$ cat src/rtl/cheer_victory_seq.sv
// Victory-celebration sequencer for the tug-of-war LED bar.
// After a win it flashes the winner's end of the bar, then sweeps one lit LED
// across the bar, paced by slowen512. It repeats LOOPS times, or forever when
// LOOPS==0, and then gives the bar back to the live score.
// Optional build macro: CHEER_BOUNCE_EN makes the sweep go out and back.
//
// state     | meaning
// ----------+-----------------------------------------------------------
// IDLE      | bar shows the live score
// FLASH_ON  | winner's WIN_W LEDs lit
// FLASH_OFF | bar dark between flashes
// SWEEP     | single LED travelling across the bar
// DONE      | one-clk done pulse, then back to IDLE
module cheer_victory_seq #(
   parameter int N_LEDS       = 7,
   parameter int WIN_W        = 3,
   parameter int FLASH_CYCLES = 3,
   parameter int LOOPS        = 0
) (
   input  logic              clk,
   input  logic              rst,
   input  logic              slowen512,
   input  logic              start,
   input  logic              winner_right,
   input  logic [N_LEDS-1:0] score,
   output logic [N_LEDS-1:0] victory_led,
   output logic              busy,
   output logic              done
);

`ifdef CHEER_BOUNCE_EN
   localparam int SWEEP_STEPS = 2*N_LEDS - 1;
`else
   localparam int SWEEP_STEPS = N_LEDS;
`endif
   localparam int FLASH_W = $clog2(FLASH_CYCLES) + 1;
   localparam int SWEEP_W = $clog2(SWEEP_STEPS) + 1;
   localparam int LOOP_W  = $clog2(LOOPS) + 1;

   localparam logic [FLASH_W-1:0] FLASH_LAST = FLASH_W'(FLASH_CYCLES - 1);
   localparam logic [SWEEP_W-1:0] SWEEP_LAST = SWEEP_W'(SWEEP_STEPS - 1);
   localparam logic [SWEEP_W-1:0] FAR_END    = SWEEP_W'(N_LEDS - 1);
   localparam logic [LOOP_W-1:0]  LOOP_LAST  = LOOP_W'((LOOPS == 0) ? 0 : LOOPS - 1);
   localparam logic [LOOP_W-1:0]  LOOP_MAX   = {LOOP_W{1'b1}};

   localparam logic [N_LEDS-1:0] ALL_ON  = {N_LEDS{1'b1}};
   localparam logic [N_LEDS-1:0] FLASH_R = ALL_ON >> (N_LEDS - WIN_W);
   localparam logic [N_LEDS-1:0] FLASH_L = FLASH_R << (N_LEDS - WIN_W);
   localparam logic [N_LEDS-1:0] LED_LSB = N_LEDS'(1);
   localparam logic [N_LEDS-1:0] LED_MSB = LED_LSB << (N_LEDS - 1);

   typedef enum logic [2:0] {
      IDLE      = 3'd0,
      FLASH_ON  = 3'd1,
      FLASH_OFF = 3'd2,
      SWEEP     = 3'd3,
      DONE      = 3'd4
   } state_t;

   state_t              state, state_nxt;
   logic [FLASH_W-1:0]  flash_cnt, flash_nxt;
   logic [SWEEP_W-1:0]  sweep_cnt, sweep_nxt;
   logic [LOOP_W-1:0]   loop_cnt, loop_nxt;
   logic                winner_q, winner_nxt;
   logic [SWEEP_W-1:0]  offs;
   logic [N_LEDS-1:0]   led_nxt;
   logic                busy_nxt;
   logic                done_nxt;

   // Next state and counters; start always wins over a coincident tick.
   always_comb begin
      state_nxt  = state;
      flash_nxt  = flash_cnt;
      sweep_nxt  = sweep_cnt;
      loop_nxt   = loop_cnt;
      winner_nxt = winner_q;
      if (start) begin
         state_nxt  = FLASH_ON;
         winner_nxt = winner_right;
         flash_nxt  = '0;
         sweep_nxt  = '0;
         loop_nxt   = '0;
      end else begin
         case (state)
            FLASH_ON: if (slowen512) state_nxt = FLASH_OFF;
            FLASH_OFF: begin
               if (slowen512) begin
                  if (flash_cnt == FLASH_LAST) begin
                     state_nxt = SWEEP;
                     sweep_nxt = '0;
                  end else begin
                     state_nxt = FLASH_ON;
                     flash_nxt = flash_cnt + FLASH_W'(1);
                  end
               end
            end
            SWEEP: begin
               if (slowen512) begin
                  if (sweep_cnt == SWEEP_LAST) begin
                     if (LOOPS == 0 || loop_cnt < LOOP_LAST) begin
                        state_nxt = FLASH_ON;
                        flash_nxt = '0;
                        sweep_nxt = '0;
                        // saturate so an endless run never wraps
                        if (loop_cnt != LOOP_MAX) loop_nxt = loop_cnt + LOOP_W'(1);
                     end else begin
                        state_nxt = DONE;
                     end
                  end else begin
                     sweep_nxt = sweep_cnt + SWEEP_W'(1);
                  end
               end
            end
            DONE:    state_nxt = IDLE;
            default: state_nxt = IDLE;
         endcase
      end
   end

   // LED pattern and handshake derived from where the FSM is going next.
   always_comb begin
      offs = sweep_nxt;
`ifdef CHEER_BOUNCE_EN
      if (sweep_nxt > FAR_END) offs = SWEEP_LAST - sweep_nxt;
`endif
      led_nxt  = victory_led;
      busy_nxt = 1'b0;
      done_nxt = 1'b0;
      case (state_nxt)
         IDLE:      led_nxt = score;
         FLASH_ON:  begin led_nxt = winner_nxt ? FLASH_R : FLASH_L; busy_nxt = 1'b1; end
         FLASH_OFF: begin led_nxt = '0; busy_nxt = 1'b1; end
         SWEEP:     begin
            led_nxt  = winner_nxt ? (LED_MSB >> offs) : (LED_LSB << offs);
            busy_nxt = 1'b1;
         end
         DONE:      done_nxt = 1'b1;
         default:   led_nxt = '0;
      endcase
   end

   // State, counters and registered outputs.
   always_ff @(posedge clk) begin
      if (!rst) begin
         state       <= IDLE;
         flash_cnt   <= '0;
         sweep_cnt   <= '0;
         loop_cnt    <= '0;
         winner_q    <= 1'b0;
         victory_led <= '0;
         busy        <= 1'b0;
         done        <= 1'b0;
      end else begin
         state       <= state_nxt;
         flash_cnt   <= flash_nxt;
         sweep_cnt   <= sweep_nxt;
         loop_cnt    <= loop_nxt;
         winner_q    <= winner_nxt;
         victory_led <= led_nxt;
         busy        <= busy_nxt;
         done        <= done_nxt;
      end
   end

endmodule

$ cat config.mk
export PLATFORM = sky130hd
export DESIGN_NAME = cheer_victory_seq
export DESIGN_NICKNAME = d
export VERILOG_FILES = /design/src/rtl/cheer_victory_seq.sv
export SDC_FILE = /design/constraint.sdc
export NUM_CORES = 1
export LEC_CHECK = 0
export BUFFER_PORTS_ARGS = -buffer_cell sky130_fd_sc_hd__buf_2
export CAP_MARGIN = 20
export CORE_MARGIN = 2
export CORE_UTILIZATION = 50
export CTS_CLUSTER_DIAMETER = 30
export DETAILED_ROUTE_END_ITERATION = 8
export PLACE_DENSITY = 0.75
export SYNTH_ARGS = -nofsm -noshare
export SYNTH_HDL_FRONTEND = slang
export SYNTH_SLANG_ARGS = --single-unit
export TNS_END_PERCENT = 30
$ cat constraint.sdc
create_clock -name clk -period 2.2 [get_ports clk]
set_clock_uncertainty 0.15 [all_clocks]
set_input_delay 0.22 -clock clk [delete_from_list [all_inputs] [get_ports clk]]
set_output_delay 0.22 -clock clk [all_outputs]
set_load 0.02 [all_outputs]
After elaboration in Yosys (flattened, before gate mapping)
Cells that the tools add are included.
{ "totals": {"word_cells": 54, "output_inout_bits": 9, "ff_bits": 20} }
{ "op_classes": {"reduce_logical": 5, "eq_ne": 13, "mux": 24, "bitwise_logic": 1, "shifts": 2, "n_addsub": 2} }
{ "ops": {"columns": ["operator", "n"], "rows": [
  ["case mux 7 bit (4 select lines)", 1],
  ["2-to-1 mux 3 bit", 9],
  ["2-to-1 mux 4 bit", 5],
  ["equality test 3 x 2 -> 1 bit (second input constant)", 5],
  ["2-to-1 mux 7 bit", 2],
  ["case mux 3 bit (3 select lines)", 1],
  ["inequality test 2 bit (second input constant)", 4],
  ["case mux 4 bit (2 select lines)", 1],
  ["left shift 1 x 4 -> 7 bit (first input constant)", 1],
  [">> shifter 7 x 4 -> 7 bit (first input constant)", 1],
  ["equality test 3 x 1 -> 1 bit (second input constant)", 2],
  ["case mux 3 bit (2 select lines)", 1],
  ["AND reduction 5 bit", 1],
  ["adder 4 x 1 -> 4 bit (second input constant)", 1],
  ["equality test 4 x 3 -> 1 bit (second input constant)", 1],
  ["adder 3 x 1 -> 3 bit (second input constant)", 1],
  ["equality test 3 bit (second input constant)", 1],
  ["zero test 3 bit", 1],
  ["2-to-1 mux 1 bit", 3],
  ["OR reduction 3 bit", 1],
  ["2-to-1 mux 2 bit", 1],
  ["nonzero test 2 bit", 1],
  ["OR reduction 2 bit", 1],
  ["inverter 1 bit", 1]
]} }

Longest topological paths before layout
Gate-level depths: netlist (run 1).
{ "depth": {"word_depth": 8, "ltp_mapped": 10, "ltp_nobuf": 8} }

Worst setup path after synthesis (run 1)
OpenSTA, ideal clock, no wires.
{ "synth_path": {"path_type": "reg2reg", "startpoint": "register sweep_cnt[0]", "endpoint": "register victory_led[6]", "slack_ps": -19, "period_less_slack_ps": 2219, "path_stages_with_launch": 10, "arrival_ps": 1995, "required_ps": 1976, "cell_sequence": "dfxtp_1 -> inv_1 -> ha_1 -> and3b_1 -> buf_6 -> or3_4 -> nor3_2 -> o21a_2 -> or3b_1 -> a31oi_1"} }
{ "synth_via": {"elab_chain_cells": 8, "word_cells_on_any_way": 20, "cone_classes": "1 x add/sub; 4 x eq/ne; 2 x shift; 12 x mux; 1 x reduce/logical"} }
{ "synth_lines": {"columns": ["item", "line_no", "rtl"], "rows": [
  ["from (decl)", "62", "logic [SWEEP_W-1:0] sweep_cnt, sweep_nxt;"],
  ["from (signal assigned)", "156", "sweep_cnt <= sweep_nxt;"],
  ["adder 4 x 1 -> 4 bit or equality test 4 x 3 -> 1 bit (tied branches)", "110, 99", null],
  ["2-to-1 mux 4 bit", "99", "if (sweep_cnt == SWEEP_LAST) begin"],
  ["2-to-1 mux 4 bit", "98", "if (slowen512) begin"],
  ["case mux 4 bit (2 select lines)", "84", "case (state)"],
  ["2-to-1 mux 4 bit", "77", "if (start) begin"],
  [">> shifter 7 x 4 -> 7 bit or left shift 1 x 4 -> 7 bit (tied branches)", "134", "led_nxt = winner_nxt ? (LED_MSB >> offs) : (LED_LSB << offs);"],
  ["2-to-1 mux 7 bit", "134", null],
  ["case mux 7 bit (4 select lines)", "129", "case (state_nxt)"],
  ["to (signal assigned)", "159", "victory_led <= led_nxt;"],
  ["to (decl)", "26", "output logic [N_LEDS-1:0] victory_led,"]
]} }
Several ways; a longest one is shown, not always the timed one.
A chain may end at the register's enable or synchronous reset.

Worst setup path in the final report (run 1)
{ "layout_path": {"startpoint": "register sweep_cnt[0]", "endpoint": "register victory_led[0]"} }
Same word-level chain as after synthesis.

==> impl_metrics.tcl, run 1 <==
set metrics [dict create \
    critPathLaunchType "register" \
    antenna_cells 0 \
    htreeDepth 1 \
    synth_top_area_share_pct 30.8 \
    core_um2 2480 \
    die_h_um 55.0 \
    max_slew_margin_pct 63.0 \
    ys_seq_area_share_pct 30.8 \
    hold_depth 3 \
    finalSetupViolCount 3 \
    vias 1315 \
    cap_viol_max_count 0 \
    clk_latency_ns 0.29 \
    syn_area_um2 1300 \
    yosysUniqueCellTypes 52 \
    drtAntennaViolNets 0 \
    dp_hpwl_um 2320 \
    yosysTopAreaCell "dfxtp_1" \
    violations "setup timing" \
    numCtsBuffers 3 \
    fin_crit_sh_pct 105 \
    grt_pass1_vias 1158 \
    fin_nets 211 \
    worst_pin_slew_ns 0.551 \
    path_class "reg -> reg" \
    wl_per_cell_um 14.4 \
    synthTopCellsByCount "dfxtp_1 (20), nand2_1 (16), nor2_1 (14), a21oi_1 (11)" \
    gp_congestion 0.865 \
    max_freq_mhz 435 \
    finalHoldViolCount 0 \
    vias_per_cell 5.90 \
    reg2reg_slack_ns -0.1 \
    yosysWarningCount 0 \
    grt_usage_pct 23.0 \
    timing.rr.start "sweep_cnt[0]$_SDFF_PN0_" \
    cts_hold_buf 0 \
    synth.most_common_cell "dfxtp_1" \
    portBuffers 20 \
    powerDensity_nw_per_um2 424 \
    drive_above_1_share_pct 33.2 \
    r2r-end "victory_led[0]$_SDFFE_PN0N_" \
    final_util_pct 64.0 \
    synth_edf_count 0 \
    vdd_ir_drop_max_mv 0.417 \
    leakage_nw 0.651 \
    io_pins 21 \
    hold_class "in -> reg" \
    path_clk_slew_ns 0.12 \
    setup_tns_ns -0.230 \
    grt_pass1_wl_um 4970 \
    drt_iter0_markers 24 \
    drc 0 \
    area_growth_pct 22.1 \
    period_minus_slack_ns 2.30 \
    overflow 0 \
    cts_tree "yes" \
    start_util_pct 52.4 \
    num_rows 18 \
    clock_path_buffers 2 \
    drv_slew 0 \
    syn_inst 159 \
    synth-seq-cells 20 \
    synth_flop_cell "dfxtp_1" \
    crit_fanout 4 \
    clkSinkCount 20 \
    min_to "victory_led[1]$_SDFFE_PN0N_" \
    hold_start "score[1]" \
    die-area_um2 3020 \
    antenna_found_initial 0 \
    ys_top_cells_by_area "dfxtp_1 (31%), nand2_1 (4.6%), a21oi_1 (4.2%), nor2_1 (4.0%), ha_1 (3.9%)" \
    dieWidth_um 55.0 \
    cp.required_ns 2.24 \
    async_reset_ff_share_pct 0 \
    r2r_cells 8 \
    placed_area_um2 1480 \
    rsz0062_at_grt "true" \
    drt-pass1-iter-count 4 \
    worst_slack_ns -0.0994 \
    clockRootBuffer "clkbuf_4" \
    design_area_um2 1590 \
    wl_um 3220 \
    status "finished, violations left" \
    synth.avg_cell_area_um2 8.17 \
    crit_path_end_kind "register" \
    grt_max_degree 15 \
    cp.arrival_ns 2.34 \
]
==> cells by family after synthesis <==
| kind of cell | count (synthesis) | synth area share (%) |
|---|---|---|
| adders and majority gates | 4 | 3.85 |
| and+or+nand+nor | 75 | 33.4 |
| buffers and inverters | 12 | 5.01 |
| AOI/OAI and AO/OA | 43 | 23.3 |
| muxes | 4 | 3.28 |
| DFF | 20 | 30.8 |
| other | 1 | 0.289 |
==> state kept, by name, indices dropped and copies added, names as in the netlist <==
signal       count
victory_led      7
sweep_cnt        4
flash_cnt        3
state            3
busy             1
done             1
winner_q         1
==> worst max path at each step <==
stage	slack, ns	startpoint	end	depth (start not counted)
global placement	0.03	sweep_cnt[1]$_SDFF_PN0_	victory_led[1]$_SDFFE_PN0N_	7
floorplan	0.02	sweep_cnt[0]$_SDFF_PN0_	victory_led[6]$_SDFFE_PN0N_	9
CTS	-0.07	flash_cnt[1]$_SDFFE_PP0P_	victory_led[6]$_SDFFE_PN0N_	7
global route	-0.17	sweep_cnt[2]$_SDFF_PN0_	victory_led[0]$_SDFFE_PN0N_	7
finish	-0.1	sweep_cnt[0]$_SDFF_PN0_	victory_led[0]$_SDFFE_PN0N_	8
detailed placement	-0.04	sweep_cnt[0]$_SDFF_PN0_	victory_led[5]$_SDFFE_PN0N_	8
==> layout by cell type, fill, tap and decap left out, drive strengths merged, types with 3 or more instances in the layout <==
cell type / count
a21oi: 11
a31oi: 3
and3b: 4
buf: 37
clkbuf: 3
dfxtp: 20
ha: 4
inv: 5
nand2: 16
nand2b: 7
nand3: 5
nand3b: 4
nand4: 3
nor2: 14
nor2b: 3
nor3: 6
o211ai: 6
o21ai: 6
or3: 3
==> layer usage <==
metal  vias up  share of wire, %  global-route usage (%)
li1        653                 -                       -
met1       629                44                    28.9
met2        27                51                    37.9
met3         6               3.2                    2.96
met4         0               2.0                    12.6
met5         -                 0                       0
==> through the flow <==
step                      hold slack [ns]  power [W]  instances  setup slack, ns
after floorplan                     0.245   0.000468        160           0.0209
after global placement              0.330   0.000504        214           0.0284
after detailed placement            0.346   0.000506        214          -0.0432
after CTS                          0.0370   0.000677        217          -0.0699
after global routing               0.0791   0.000704        223           -0.173
final                              0.0371   0.000673        223          -0.0994
==> worst max-delay path, cell delays in order, from the launching register on <==
cell,delay [ns]
dfxtp_2,0.36
buf_4,0.12
nand4_1,0.12
or3_1,0.34
o211a_1,0.27
buf_4,0.15
o21ai_1,0.25
nor2b_1,0.08
a221o_2,0.35
==> layout make-up <==
type / instances / area (µm²)
Clock buffer: 3 / 22.5
Tap cell: 30 / 37.5
Multi-Input combinational cell: 128 / 871
Inverter: 5 / 18.8
Sequential cell: 20 / 408
Fill cell: 220 / 892
Timing Repair Buffer: 37 / 228
==> report_power, final <==
group	switching [W]	total [W]	internal [W]
clock network	0.000110	0.000174	0.0000635
logic	0.0000690	0.000115	0.0000457
registers	0.00000811	0.000384	0.000376
total	0.000187	0.000673	0.000485
==> timing repair <==
action                                  in CTS  in global routing
setup buffers                                0                  6
resized for setup                            2                 11
pin swaps                                    1                  6
endpoints found under the setup margin       4                  5
hold endpoints to repair                     0                  0
cloned                                       0                  0
Note: power is estimated with default switching activity, not from simulation.
==> run 2, diff against run 1 <==
CELL_PAD_IN_SITES_DETAIL_PLACEMENT = 0   (was not set)
CELL_PAD_IN_SITES_GLOBAL_PLACEMENT = 1   (was not set)
CORE_UTILIZATION = 37   (was 50)
PLACE_DENSITY = not set   (was 0.75)
PLACE_DENSITY_LB_ADDON = 0.1   (was not set)
SKIP_CTS_REPAIR_TIMING = 1   (was not set)
==> run 2 against run 1 <==
Compared with the run above: the flow still finishes with violations (setup timing); critical path type unchanged; routed wire length up 4.5%; clock power hardly changed; critical path depth did not move; largest power group unchanged; core utilization down 16 points; combinational power is 4% higher; global-route usage down 4.6 points; fmax up 3.7%; via count increased by 0.23%; die area up 32%; sequential cell count did not move; sequential power about the same.
==> impl_metrics.tcl, run 2 (synthesis results as in run 1) <==
set metrics [dict create \
    drc 0 \
    grt_pass1_wl_um 5870 \
    vdd_ir_drop_max_mv 0.227 \
    final_cell_mix "buf_2 (20), dfxtp_1 (18), buf_4 (17)" \
    p_int_w 0.000490 \
    vias_per_cell 5.51 \
    cts_tree "yes" \
    dp_hpwl_um 2640 \
    multi_input_area_um2 885 \
    drt-pass1-iter-count 4 \
    cap_viol_max_count 0 \
    pre_cts_ws_ns -0.0321 \
    vias 1318 \
    critPathLaunchType "register" \
    leakage_nw 0.662 \
    wl_um 3360 \
    hold_class "in -> reg" \
    drtAntennaViolNets 0 \
    max_freq_mhz 451 \
    max_slew_margin_pct 65.7 \
    antenna_found_initial 0 \
    worst_pin_slew_ns 0.510 \
    start_util_pct 38.6 \
    finalHoldViolCount 0 \
    grt_max_degree 11 \
    die-area_um2 4000 \
    cp.required_ns 2.29 \
    fillers 356 \
    antenna_cells 0 \
    drv_slew 0 \
    overflow 0 \
    portBuffers 20 \
    numCtsBuffers 3 \
    dp_cells 235 \
    largest_reg_flops 7 \
    stdcell_count 239 \
    reg_top3 "victory_led: 7 flops, sweep_cnt: 4 flops" \
    path_clk_slew_ns 0.12 \
    sw_frac_of_total_pct 28.2 \
    clock_path_buffers 2 \
    powerDensity_nw_per_um2 422 \
    path_class "reg -> reg" \
    p_seq_share_pct 56.4 \
    grt_usage_pct 18.4 \
    clkSinkCount 20 \
    crit_fanout 4 \
    violations "setup timing" \
    io_pins 21 \
    rsz0062_at_grt "true" \
    num_rows 21 \
    regArea_um2 403 \
    wl_per_cell_um 14.1 \
    drt_iter0_markers 31 \
    clockRootBuffer "clkbuf_4" \
    gp_congestion 0.788 \
    holdWs_ns 0.0317 \
    regMostFlops "victory_led" \
    clockPowerShare_pct 26.0 \
    p_total_w 0.000682 \
    worst_slack_ns -0.0176 \
    status "finished, violations left" \
    cp.arrival_ns 2.31 \
    drive_above_1_share_pct 33.2 \
    fin_nets 211 \
    htreeDepth 1 \
    crit_path_end_kind "register" \
    core_um2 3360 \
    comb_power_share_pct 17.6 \
    finalSetupViolCount 1 \
    area_growth_pct 24.3 \
    period_minus_slack_ns 2.22 \
    mostFrequentLayoutCell "buf_2" \
    clk_latency_ns 0.31 \
    dieWidth_um 63.2 \
    switching_power_w 0.000192 \
    grt_pass1_vias 1323 \
    fin_crit_sh_pct 101 \
    die_h_um 63.2 \
]
-- run 2: power by group through the flow --
stage | Clock (W) | Combinational, W | Sequential [W]
final | 0.000177 | 0.000120 | 0.000385
after global routing | 0.000203 | 0.000133 | 0.000387
after CTS | 0.000180 | 0.000118 | 0.000385
after detailed placement | 0 | 0.000118 | 0.000393
after global placement | 0 | 0.000118 | 0.000393
after floorplan | 0 | 0.0000614 | 0.000407
-- run 2: critical path: stages (launching register included) --
cell and delay [ns]:
dfxtp_2 0.35, inv_2 0.06, ha_4 0.15, and3b_2 0.23
or3_4 0.42, nor3_4 0.11, o21a_2 0.15, or3b_1 0.34
a31oi_1 0.19
-- run 2: final timing paths --
check | from | endpoint | slack (ns) | depth (start not counted)
min reg2reg | flash_cnt[2]$_SDFFE_PP0P_ | flash_cnt[2]$_SDFFE_PP0P_ | 0.36 | 2
max | sweep_cnt[0]$_SDFF_PN0_ | victory_led[6]$_SDFFE_PN0N_ | -0.02 | 8
max reg2reg | sweep_cnt[0]$_SDFF_PN0_ | victory_led[6]$_SDFFE_PN0N_ | -0.02 | 8
min | score[1] | victory_led[1]$_SDFFE_PN0N_ | 0.03 | 3
-- run 2: per-stage QoR --
step	instance area [µm²]	util [%]	TNS, ns
final	1610	48.0	-0.0176
after global routing	1610	48.0	-0.262
after CTS	1560	46.3	-0.151
after detailed placement	1540	45.6	-0.0321
after global placement	1540	45.6	0
after floorplan	1300	-	0
-- run 2: routing by layer --
layer / up-vias / track usage [%] / share of wire [%] / wire [µm]
li1: 651 / - / - / -
met1: 633 / 20.9 / 44 / 1490
met2: 27 / 34.4 / 51 / 1700
met3: 7 / 2.32 / 2.9 / 97
met4: 0 / 7.34 / 2.2 / 73
met5: - / 0 / 0 / 0
-- run 2: layout make-up --
class	instances	share of cell area (%)
Inverter	5	1.16
Clock buffer	3	1.40
Timing Repair Buffer	37	14.1
Sequential cell	20	25.0
Tap cell	46	3.57
Multi-Input combinational cell	128	54.8
